[src/rtl/mode_cycle_fsm_if.sv]
// rtl/mode_cycle_fsm_if.sv - mode selection control/status bundle
//
// Purpose: groups the request inputs and the mode outputs of mode_cycle_fsm.
// Signals:
//   press_next   one-cycle pulse, advance one mode
//   press_prev   one-cycle pulse, go back one mode
//   hold_next    level, button held for auto-repeat advance
//   load_en      one-cycle strobe, load load_mode
//   load_mode    target mode for a load
//   mode         current mode (registered)
//   mode_changed one-cycle pulse, first cycle mode shows a new value
//   wrapped      one-cycle pulse, the last change wrapped around an end
// Modports: master drives requests and observes the mode; slave is the FSM.
interface mode_cycle_fsm_if #(
    parameter int MODE_W = 2
);
    logic              press_next;
    logic              press_prev;
    logic              hold_next;
    logic              load_en;
    logic [MODE_W-1:0] load_mode;
    logic [MODE_W-1:0] mode;
    logic              mode_changed;
    logic              wrapped;

    modport master (
        output press_next,
        output press_prev,
        output hold_next,
        output load_en,
        output load_mode,
        input  mode,
        input  mode_changed,
        input  wrapped
    );

    modport slave (
        input  press_next,
        input  press_prev,
        input  hold_next,
        input  load_en,
        input  load_mode,
        output mode,
        output mode_changed,
        output wrapped
    );
endinterface

[src/rtl/mode_cycle_fsm.sv]
// rtl/mode_cycle_fsm.sv - N-mode press/hold/load mode selector with idle return
//
// Purpose: selects one of NUM_MODES display modes. Next/prev pulses step the
// mode, a held next button auto-repeats, a direct load jumps to a mode, and an
// idle timeout returns to HOME_MODE.
// Ports:
//   clk_100hz  system clock
//   rst        asynchronous, active-low reset
//   bus        mode_cycle_fsm_if slave: press_next, press_prev, hold_next,
//              load_en, load_mode in; mode, mode_changed, wrapped out
module mode_cycle_fsm #(
    parameter int NUM_MODES    = 4,
    parameter int HOME_MODE    = 0,
    parameter int WRAP         = 1,
    parameter int HOLD_TICKS   = 100,
    parameter int REPEAT_TICKS = 25,
    parameter int IDLE_TICKS   = 1000,
    parameter int MODE_W       = $clog2(NUM_MODES)
) (
    input  logic            clk_100hz,
    input  logic            rst,
    mode_cycle_fsm_if.slave bus
);

    localparam int RMAX = (HOLD_TICKS > REPEAT_TICKS) ? HOLD_TICKS : REPEAT_TICKS;
    localparam int RW   = (RMAX < 2) ? 1 : $clog2(RMAX);
    localparam int IW   = (IDLE_TICKS < 2) ? 1 : $clog2(IDLE_TICKS);

    localparam logic [RW-1:0]   HOLD_LAST = RW'(HOLD_TICKS - 1);
    localparam logic [RW-1:0]   REP_LAST  = RW'(REPEAT_TICKS - 1);
    localparam logic [RW-1:0]   R_ONE     = RW'(1);
    localparam logic [IW-1:0]   IDLE_LAST = IW'((IDLE_TICKS == 0) ? 0 : IDLE_TICKS - 1);
    localparam logic [IW-1:0]   I_ONE     = IW'(1);
    // One extra bit so that stepping past the top of a non-power-of-two
    // range is detected before it can be truncated into a legal-looking value.
    localparam logic [MODE_W:0] LAST_X    = (MODE_W + 1)'(NUM_MODES - 1);
    localparam logic [MODE_W:0] HOME_X    = (MODE_W + 1)'(HOME_MODE);
    localparam logic [MODE_W:0] ONE_X     = (MODE_W + 1)'(1);

    typedef enum logic [1:0] {
        R_IDLE,
        R_WAIT,
        R_RUN
    } rep_state_t;

    rep_state_t      r_state;
    logic [RW-1:0]   cnt_r;
    logic [IW-1:0]   cnt_i;

    logic            rep_adv;
    logic            load_ok;
    logic            fwd;
    logic            bwd;
    logic            any_event;
    logic            timeout;
    logic [MODE_W:0] mode_x;
    logic [MODE_W:0] nxt_x;
    logic            nxt_wrap;

    always_comb begin
        mode_x    = {1'b0, bus.mode};
        rep_adv   = 1'b0;
        if (bus.hold_next) begin
            if (r_state == R_WAIT && cnt_r == HOLD_LAST) begin
                rep_adv = 1'b1;
            end
            if (r_state == R_RUN && cnt_r == REP_LAST) begin
                rep_adv = 1'b1;
            end
        end

        // An out-of-range load is dropped entirely, letting steps through.
        load_ok   = bus.load_en && ({1'b0, bus.load_mode} <= LAST_X);
        fwd       = bus.press_next || rep_adv;
        bwd       = bus.press_prev;
        any_event = load_ok || fwd || bwd;
        timeout   = (IDLE_TICKS != 0) && !any_event && (mode_x != HOME_X)
                    && (cnt_i == IDLE_LAST);

        nxt_x     = mode_x;
        nxt_wrap  = 1'b0;
        if (load_ok) begin
            nxt_x = {1'b0, bus.load_mode};
        end else if (fwd && !bwd) begin
            if (mode_x == LAST_X) begin
                if (WRAP != 0) begin
                    nxt_x    = '0;
                    nxt_wrap = 1'b1;
                end
            end else begin
                nxt_x = mode_x + ONE_X;
            end
        end else if (bwd && !fwd) begin
            if (mode_x == '0) begin
                if (WRAP != 0) begin
                    nxt_x    = LAST_X;
                    nxt_wrap = 1'b1;
                end
            end else begin
                nxt_x = mode_x - ONE_X;
            end
        end else if (timeout) begin
            nxt_x = HOME_X;
        end
    end

    always_ff @(posedge clk_100hz or negedge rst) begin
        if (!rst) begin
            r_state          <= R_IDLE;
            cnt_r            <= '0;
            cnt_i            <= '0;
            bus.mode         <= HOME_X[MODE_W-1:0];
            bus.mode_changed <= 1'b0;
            bus.wrapped      <= 1'b0;
        end else begin
            if (!bus.hold_next) begin
                r_state <= R_IDLE;
                cnt_r   <= '0;
            end else begin
                case (r_state)
                    R_IDLE: begin
                        r_state <= R_WAIT;
                        cnt_r   <= '0;
                    end
                    R_WAIT: begin
                        if (cnt_r == HOLD_LAST) begin
                            r_state <= R_RUN;
                            cnt_r   <= '0;
                        end else begin
                            cnt_r <= cnt_r + R_ONE;
                        end
                    end
                    R_RUN: begin
                        if (cnt_r == REP_LAST) begin
                            cnt_r <= '0;
                        end else begin
                            cnt_r <= cnt_r + R_ONE;
                        end
                    end
                    default: begin
                        r_state <= R_IDLE;
                        cnt_r   <= '0;
                    end
                endcase
            end

            bus.mode         <= nxt_x[MODE_W-1:0];
            bus.mode_changed <= (nxt_x != mode_x);
            bus.wrapped      <= nxt_wrap;

            // Blocked and cancelled steps still count as activity; a held
            // button only counts through the advances it produces.
            if (any_event || timeout || mode_x == HOME_X || IDLE_TICKS == 0) begin
                cnt_i <= '0;
            end else begin
                cnt_i <= cnt_i + I_ONE;
            end
        end
    end

endmodule
[src/flat_wrapper.sv]
// flat-port wrapper written by rule: the top's interface ports become plain ports
module mode_cycle_fsm_flat 
#(
    parameter int NUM_MODES    = 4,
    parameter int HOME_MODE    = 0,
    parameter int WRAP         = 1,
    parameter int HOLD_TICKS   = 100,
    parameter int REPEAT_TICKS = 25,
    parameter int IDLE_TICKS   = 1000,
    parameter int MODE_W       = $clog2(NUM_MODES)
)
  (clk_100hz, rst, bus_press_next, bus_press_prev, bus_hold_next, bus_load_en, bus_load_mode, bus_mode, bus_mode_changed, bus_wrapped);
  mode_cycle_fsm_if #(.MODE_W(MODE_W)) bus_i ();
  input  logic clk_100hz;
  input  logic rst;
  input wire logic [$bits(bus_i.press_next)-1:0] bus_press_next;
  input wire logic [$bits(bus_i.press_prev)-1:0] bus_press_prev;
  input wire logic [$bits(bus_i.hold_next)-1:0] bus_hold_next;
  input wire logic [$bits(bus_i.load_en)-1:0] bus_load_en;
  input wire logic [$bits(bus_i.load_mode)-1:0] bus_load_mode;
  output wire logic [$bits(bus_i.mode)-1:0] bus_mode;
  output wire logic [$bits(bus_i.mode_changed)-1:0] bus_mode_changed;
  output wire logic [$bits(bus_i.wrapped)-1:0] bus_wrapped;
  assign bus_i.press_next = bus_press_next;
  assign bus_i.press_prev = bus_press_prev;
  assign bus_i.hold_next = bus_hold_next;
  assign bus_i.load_en = bus_load_en;
  assign bus_i.load_mode = bus_load_mode;
  assign bus_mode = bus_i.mode;
  assign bus_mode_changed = bus_i.mode_changed;
  assign bus_wrapped = bus_i.wrapped;
  mode_cycle_fsm #(.NUM_MODES(NUM_MODES), .HOME_MODE(HOME_MODE), .WRAP(WRAP), .HOLD_TICKS(HOLD_TICKS), .REPEAT_TICKS(REPEAT_TICKS), .IDLE_TICKS(IDLE_TICKS), .MODE_W(MODE_W)) u_core (.clk_100hz(clk_100hz), .rst(rst), .bus(bus_i));
endmodule
[config.mk]
export PLATFORM = sky130hd
export DESIGN_NAME = mode_cycle_fsm_flat
export DESIGN_NICKNAME = d
export VERILOG_FILES = /design/src/rtl/mode_cycle_fsm_if.sv /design/src/rtl/mode_cycle_fsm.sv /design/src/flat_wrapper.sv
export SDC_FILE = /design/constraint.sdc
export NUM_CORES = 1
export LEC_CHECK = 0
export CORE_MARGIN = 8
export CORE_UTILIZATION = 50
export DETAILED_ROUTE_END_ITERATION = 8
export GPL_ROUTABILITY_DRIVEN = 0
export PLACE_DENSITY = 0.76
export SYNTH_ARGS = -nofsm -noshare
export SYNTH_HDL_FRONTEND = slang
export SYNTH_SLANG_ARGS = --single-unit
[constraint.sdc]
create_clock -name clk_100hz -period 2 [get_ports clk_100hz]
set_input_delay 0.4 -clock clk_100hz [delete_from_list [all_inputs] [get_ports clk_100hz]]
set_output_delay 0.4 -clock clk_100hz [all_outputs]
set_load 0.02 [all_outputs]
Word-level counts from Yosys, hierarchy flattened
Cells that the tools add are included.
{"block": "totals", "output_inout_bits": 4, "input_bits": 8, "regBits": 23}
{"block": "op_classes", "n_addsub": 4, "n_mux": 22, "n_reduce_logical": 19, "eq_ne": 9}
{"cell": "two-way mux 7 bit", "count": 3}
{"cell": "two-way mux 3 bit", "count": 5}
{"cell": "one-hot mux 7 bit (2 select lines)", "count": 1}
{"cell": "adder 10 x 1 -> 10 bit (second input constant)", "count": 1}
{"cell": "== test 10 bit (second input constant)", "count": 1}
{"cell": "two-way mux 10 bit", "count": 1}
{"cell": "two-way mux 1 bit", "count": 8}
{"cell": "adder 7 x 1 -> 7 bit (second input constant)", "count": 1}
{"cell": "== test 7 x 5 -> 1 bit (second input constant)", "count": 1}
{"cell": "== test 7 bit (second input constant)", "count": 1}
{"cell": "logical AND 1 bit", "count": 6}
{"cell": "two-way mux 2 bit", "count": 3}
{"cell": "one-hot mux 2 bit (3 select lines)", "count": 1}
{"cell": "logical OR 1 bit", "count": 5}
{"cell": "== test 2 bit (second input constant)", "count": 2}
{"cell": "zero test 2 bit", "count": 2}
{"cell": "adder 2 x 1 -> 3 bit (second input constant)", "count": 1}
{"cell": "zero test 1 bit", "count": 3}
{"cell": "zero test 3 bit", "count": 1}
{"cell": "inequality test 3 x 2 -> 1 bit", "count": 1}
{"cell": "inequality test 3 bit (second input constant)", "count": 1}
{"cell": "subtractor 2 x 1 -> 3 bit (second input constant)", "count": 1}
{"cell": "== test 2 x 1 -> 1 bit (second input constant)", "count": 1}
{"cell": "inequality test 2 bit (second input constant)", "count": 1}
{"cell": "2 further kinds", "count": 2}

Depth between registers and ports, before layout
{"block": "depth", "depth_word": 16, "depth_mapped": 7}

Worst setup path after synthesis
OpenSTA, ideal clock, no wires.
{"block": "synth_timing", "path_type": "register -> register", "from": "reg u_core.cnt_r[0]", "to": "reg u_core.bus.mode[0]", "slack_ps": 193, "setup_ps": 84, "arrival_time_ps": 1723, "stages_incl_launch_ff": 8, "required_ps": 1916, "cell_sequence": "dfrtp_1 > inv_1 > ha_1 > nor4b_4 > a41o_2 > nor2_2 > or4_1 > a41oi_2"}
{"block": "synth_between", "elab_chain_len": 15, "word_cells_on_any_way": 20}
{"item": "start, declared", "line_no": "mode_cycle_fsm.sv:47", "source": "logic [RW-1:0] cnt_r;"}
{"item": "start signal, assigned", "line_no": "mode_cycle_fsm.sv:130", "source": "cnt_r <= cnt_r + R_ONE;"}
{"item": "start signal, assigned", "line_no": "mode_cycle_fsm.sv:137", "source": "cnt_r <= cnt_r + R_ONE;"}
{"item": "== test 7 bit", "line_no": "mode_cycle_fsm.sv:64", "source": "if (r_state == R_WAIT && cnt_r == HOLD_LAST) begin"}
{"item": "logical AND 1 bit", "line_no": "mode_cycle_fsm.sv:64"}
{"item": "two-way mux 1 bit", "line_no": "mode_cycle_fsm.sv:64"}
{"item": "two-way mux 1 bit *", "line_no": "mode_cycle_fsm.sv:67", "source": "if (r_state == R_RUN && cnt_r == REP_LAST) begin"}
{"item": "two-way mux 1 bit *", "line_no": "mode_cycle_fsm.sv:63", "source": "if (bus.hold_next) begin"}
{"item": "logical OR 1 bit *", "line_no": "mode_cycle_fsm.sv:74", "source": "fwd = bus.press_next || rep_adv;"}
{"item": "logical OR 1 bit (2 in a row)", "line_no": "mode_cycle_fsm.sv:76", "source": "any_event = load_ok || fwd || bwd;"}
{"item": "zero test 1 bit", "line_no": "mode_cycle_fsm.sv:77", "source": "timeout = (IDLE_TICKS != 0) && !any_event && (mode_x != HOME_X)"}
{"item": "logical AND 1 bit", "line_no": "mode_cycle_fsm.sv:77"}
{"item": "logical AND 1 bit", "line_no": "mode_cycle_fsm.sv:78", "source": "&& (cnt_i == IDLE_LAST);"}
{"item": "two-way mux 2 bit", "line_no": "mode_cycle_fsm.sv:102", "source": "end else if (timeout) begin"}
{"item": "two-way mux 3 bit", "line_no": "mode_cycle_fsm.sv:93", "source": "end else if (bwd && !fwd) begin"}
{"item": "two-way mux 3 bit *", "line_no": "mode_cycle_fsm.sv:84", "source": "end else if (fwd && !bwd) begin"}
{"item": "two-way mux 3 bit *", "line_no": "mode_cycle_fsm.sv:82", "source": "if (load_ok) begin"}
{"item": "net u_core.nxt_x[0]", "line_no": "mode_cycle_fsm.sv:57", "source": "logic [MODE_W:0] nxt_x;"}
{"item": "end signal, assigned", "line_no": "mode_cycle_fsm.sv:112", "source": "bus.mode <= HOME_X[MODE_W-1:0];"}
{"item": "end signal, assigned", "line_no": "mode_cycle_fsm.sv:147", "source": "bus.mode <= nxt_x[MODE_W-1:0];"}
{"item": "end, declared", "line_no": "mode_cycle_fsm_if.sv:43", "source": "output mode,"}
Mark *: on every way through the listed nets, which the timed path passes. The rest lies on a longest branch.
A chain may end at the register's enable or synchronous reset.

Worst setup path after layout
{"block": "layout_timing", "from": "reg u_core.cnt_r[0]", "to": "reg u_core.bus.mode_changed"}
{"block": "layout_between", "elab_chain_len": 16, "word_cells_on_any_way": 21}
{"item": "== test 7 bit", "line_no": "mode_cycle_fsm.sv:64"}
{"item": "logical AND 1 bit", "line_no": "mode_cycle_fsm.sv:64"}
{"item": "two-way mux 1 bit", "line_no": "mode_cycle_fsm.sv:64"}
{"item": "two-way mux 1 bit *", "line_no": "mode_cycle_fsm.sv:67"}
{"item": "two-way mux 1 bit *", "line_no": "mode_cycle_fsm.sv:63"}
{"item": "logical OR 1 bit *", "line_no": "mode_cycle_fsm.sv:74"}
{"item": "logical OR 1 bit (2 in a row)", "line_no": "mode_cycle_fsm.sv:76"}
{"item": "zero test 1 bit", "line_no": "mode_cycle_fsm.sv:77"}
{"item": "logical AND 1 bit", "line_no": "mode_cycle_fsm.sv:77"}
{"item": "logical AND 1 bit", "line_no": "mode_cycle_fsm.sv:78"}
{"item": "two-way mux 2 bit", "line_no": "mode_cycle_fsm.sv:102"}
{"item": "two-way mux 3 bit", "line_no": "mode_cycle_fsm.sv:93"}
{"item": "two-way mux 3 bit *", "line_no": "mode_cycle_fsm.sv:84"}
{"item": "two-way mux 3 bit *", "line_no": "mode_cycle_fsm.sv:82"}
{"item": "inequality test 3 x 2 -> 1 bit *", "line_no": "mode_cycle_fsm.sv:148", "source": "bus.mode_changed <= (nxt_x != mode_x);"}
{"item": "end signal, assigned", "line_no": "mode_cycle_fsm.sv:148"}
{"item": "end, declared", "line_no": "mode_cycle_fsm_if.sv:44", "source": "output mode_changed,"}
Mark *: on every way between the ends. The rest lies on a longest branch, timed or not.

==> out/summary.txt <==
Status - complete, no violations
Worst Path Required - 2240 ps
CP Max Fanout - 4
CP Capture Type - register
# rows - 19
DP HPWL - 2281 um
Post-Syn Area - 1429 um^2
Reg area - 575.6 um^2
DR top layer - met4
Ys async rst share - 100.0%
FF-to-FF Start - u_core.cnt_r[0]$_DFF_PN0_
Syn-to-layout area delta - 24.96%
# diodes - 0
CP max stage cell - dfrtp_1
Core area - 2734 um^2
Nets - 202
Ports - 12
Fill cells - 210
Slew headroom - 77.31%
CP Cell Sequence - ha_2 -> and4bb_1 -> nand4_1 -> a2111oi_2 -> nor3_1 -> o2111ai_1
Max IR drop VDD - 0.0006689 V
Die span in x - 69.46 um
Metal3 WL - 154 um
Number of flops mapped to enable cells by yosys - 0
Post-place setup slack - -88.95 ps
Worst setup startpoint - u_core.cnt_r[0]$_DFF_PN0_
Yosys warnings - 0
Fraction of layout cells with a size suffix above 1 - 19.13%
Post-layout min period - 1968 ps
Final hold vios - 0
Static leakage - 0.7746 nW
Min Hold Slack - 415.1 ps
Clk sinks - 23
Synthesis-stage register bit count - 23
Critical Path Max Stage Delay - 430 ps
Max frequency - 508.2 MHz
Multi-input gate area - 849.6 um^2
MaxCap Viol Count - 0
CTS root buf - clkbuf_4
Most common cell after layout, fill and taps aside - dfrtp_1
Pins Over Slew Limit - 0
RSZ-0062 raised after global routing - true
Power density cells - 640.2 nW/um^2
Worst Tran Pin Value - 339.7 ps
Clock insertion delay at the later pin of the skew report - 320 ps
CTS tree - built
First drt pass iteration count - 5
Initial antenna violation count - 0
Vias in the first global route - 1248
Syn Nets - 168
CTS Hold Bufs - 0
Ys flop type - dfrtp_1
H-tree levels - 1
DR WL/cell - 15.25 um
DRC violations left - 0
Largest net degree at the start of global routing - 24
Port bufs - 11
Met2 WL post-DR - 1526 um
Via count - 1251
Critical path type - reg -> reg
Period utilization - 98.39%
Antenna Nets Post-Route - 0
Global route overflow - 0
Clk buf depth - 2
Most frequent cells in the layout - dfrtp_1, nor2_1, buf_4
First-pass GRT wire length - 5582 um
Initial Util - 52.27%
Die area - 4824 um^2
Final setup violation count - 0
Wirelength, routed - 3264 um
Avg Inst Size Synth - 9.526 um^2
Overall routing resource usage - 13.79%
Final Worst Setup Slack - 32.17 ps
Post-synthesis sequential area ratio - 40.28%
Vias per cell - 5.846
Iter 0 DRT Violations - 71
Clock skew - 5.803 ps
Crit path DAT - 2210 ps
Post-synth cell types - 37
CP Launch Type - register
TritonCTS buffer count - 3
Routed length on met1 - 1479 um
Die Ht - 69.46 um
Clk slew on worst S/H paths - 130 ps
Hold WC Path Type - in -> async
Synth Instances - 150
==> layer usage <==
metal	track usage [%]	vias up
met5	0	-
li1	-	605
met4	6.606	0
met3	3.433	11
met2	22.13	39
met1	16.74	596
==> critical path, delay by kind of cell (launching register included) <==
| family | cells | cell delay, ps |
|---|---|---|
| compound gates | 2 | 670 |
| fa+ha+maj | 1 | 230 |
| simple gates | 3 | 570 |
| flops | 1 | 430 |
==> sequential cells by signal, indices dropped and copies added, names as in the netlist <==
signal and flops:
u_core.cnt_i 10, u_core.cnt_r 7, u_core.bus.mode 2, u_core.r_state 2, u_core.bus.mode_changed 1, u_core.bus.wrapped 1
==> area by class of cell <==
| type | instances | area share [%] |
|---|---|---|
| Multi-Input combinational cell | 115 | 47.58 |
| Sequential cell | 23 | 32.24 |
| Timing Repair Buffer | 30 | 14.16 |
| Inverter | 11 | 2.313 |
| Tap cell | 31 | 2.172 |
| Clock buffer | 3 | 1.261 |
| Clock inverter | 1 | 0.2803 |
==> path summary, 6_finish.rpt <==
| path | end | slack (ps) | cells past startpoint |
|---|---|---|---|
| min in group clk_100hz | u_core.cnt_i[0]$_DFF_PN0_ | 490 | 1 |
| worst min-delay path | u_core.cnt_r[6]$_DFF_PN0_ | 420 | 2 |
| worst max-delay path | u_core.bus.mode_changed$_DFF_PN0_ | 30 | 6 |
| max in group asynchronous | u_core.cnt_i[0]$_DFF_PN0_ | 1350 | 2 |
| worst max register to register | u_core.bus.mode_changed$_DFF_PN0_ | 30 | 6 |
| worst min register to register | u_core.cnt_i[0]$_DFF_PN0_ | 490 | 1 |
==> cells in the mapped netlist, types with 3 or more instances <==
cell type | count | share of area (%)
xnor2_1 | 8 | 4.9
nand2_1 | 11 | 2.9
nor2b_1 | 3 | 1.3
nor2_1 | 20 | 5.3
nor3_1 | 5 | 1.8
and3_1 | 4 | 1.8
dfrtp_1 | 23 | 40
xor2_1 | 6 | 3.7
ha_1 | 10 | 8.8
nand4_1 | 4 | 1.8
a21oi_1 | 5 | 1.8
inv_1 | 11 | 2.9
o211ai_1 | 3 | 1.6
nand3_1 | 8 | 2.8
==> through the flow <==
stage / util [%] / instance area, um^2 / power [mW] / cells / setup TNS [ps]
after floorplan: - / 1429 / 0.7723 / 150 / 0
after global placement: 60.87 / 1664 / 0.8852 / 203 / 0
after detailed placement: 60.87 / 1664 / 0.8972 / 203 / -104.2
after CTS: 63.43 / 1734 / 1.131 / 211 / 0
after global routing: 65.31 / 1785 / 1.218 / 214 / -182.1
final: 65.31 / 1785 / 1.143 / 214 / 0
==> logic make-up (layout without fill, tap and decap cells) <==
kind of cell             Yosys count  count (layout)  share of synthesized area (%)
AND/OR/NAND/NOR                   65              65                          24.34
AO/OA/AOI/OAI                     24              24                          13.49
flip-flops                        23              23                          40.28
XOR/XNOR                          14              14                          8.582
buffers and inverters             12              45                          3.152
adder cells (fa/ha/maj)           10              10                          8.757
multiplexers                       2               2                          1.401
==> what timing repair did <==
action                     in CTS  in global routing
pin swaps                       3                  6
gates resized for setup         5                  6
buffers inserted                4                  3
setup endpoints to repair       1                  3
gates cloned                    0                  0
==> report_power, final <==
| part | switching [mW] | internal, mW | total [mW] |
|---|---|---|---|
| sequential | 0.0275 | 0.497 | 0.525 |
| combinational | 0.208 | 0.185 | 0.393 |
| clock | 0.150 | 0.0750 | 0.225 |
| total | 0.385 | 0.758 | 1.14 |
(Power assumes the default switching activity.)
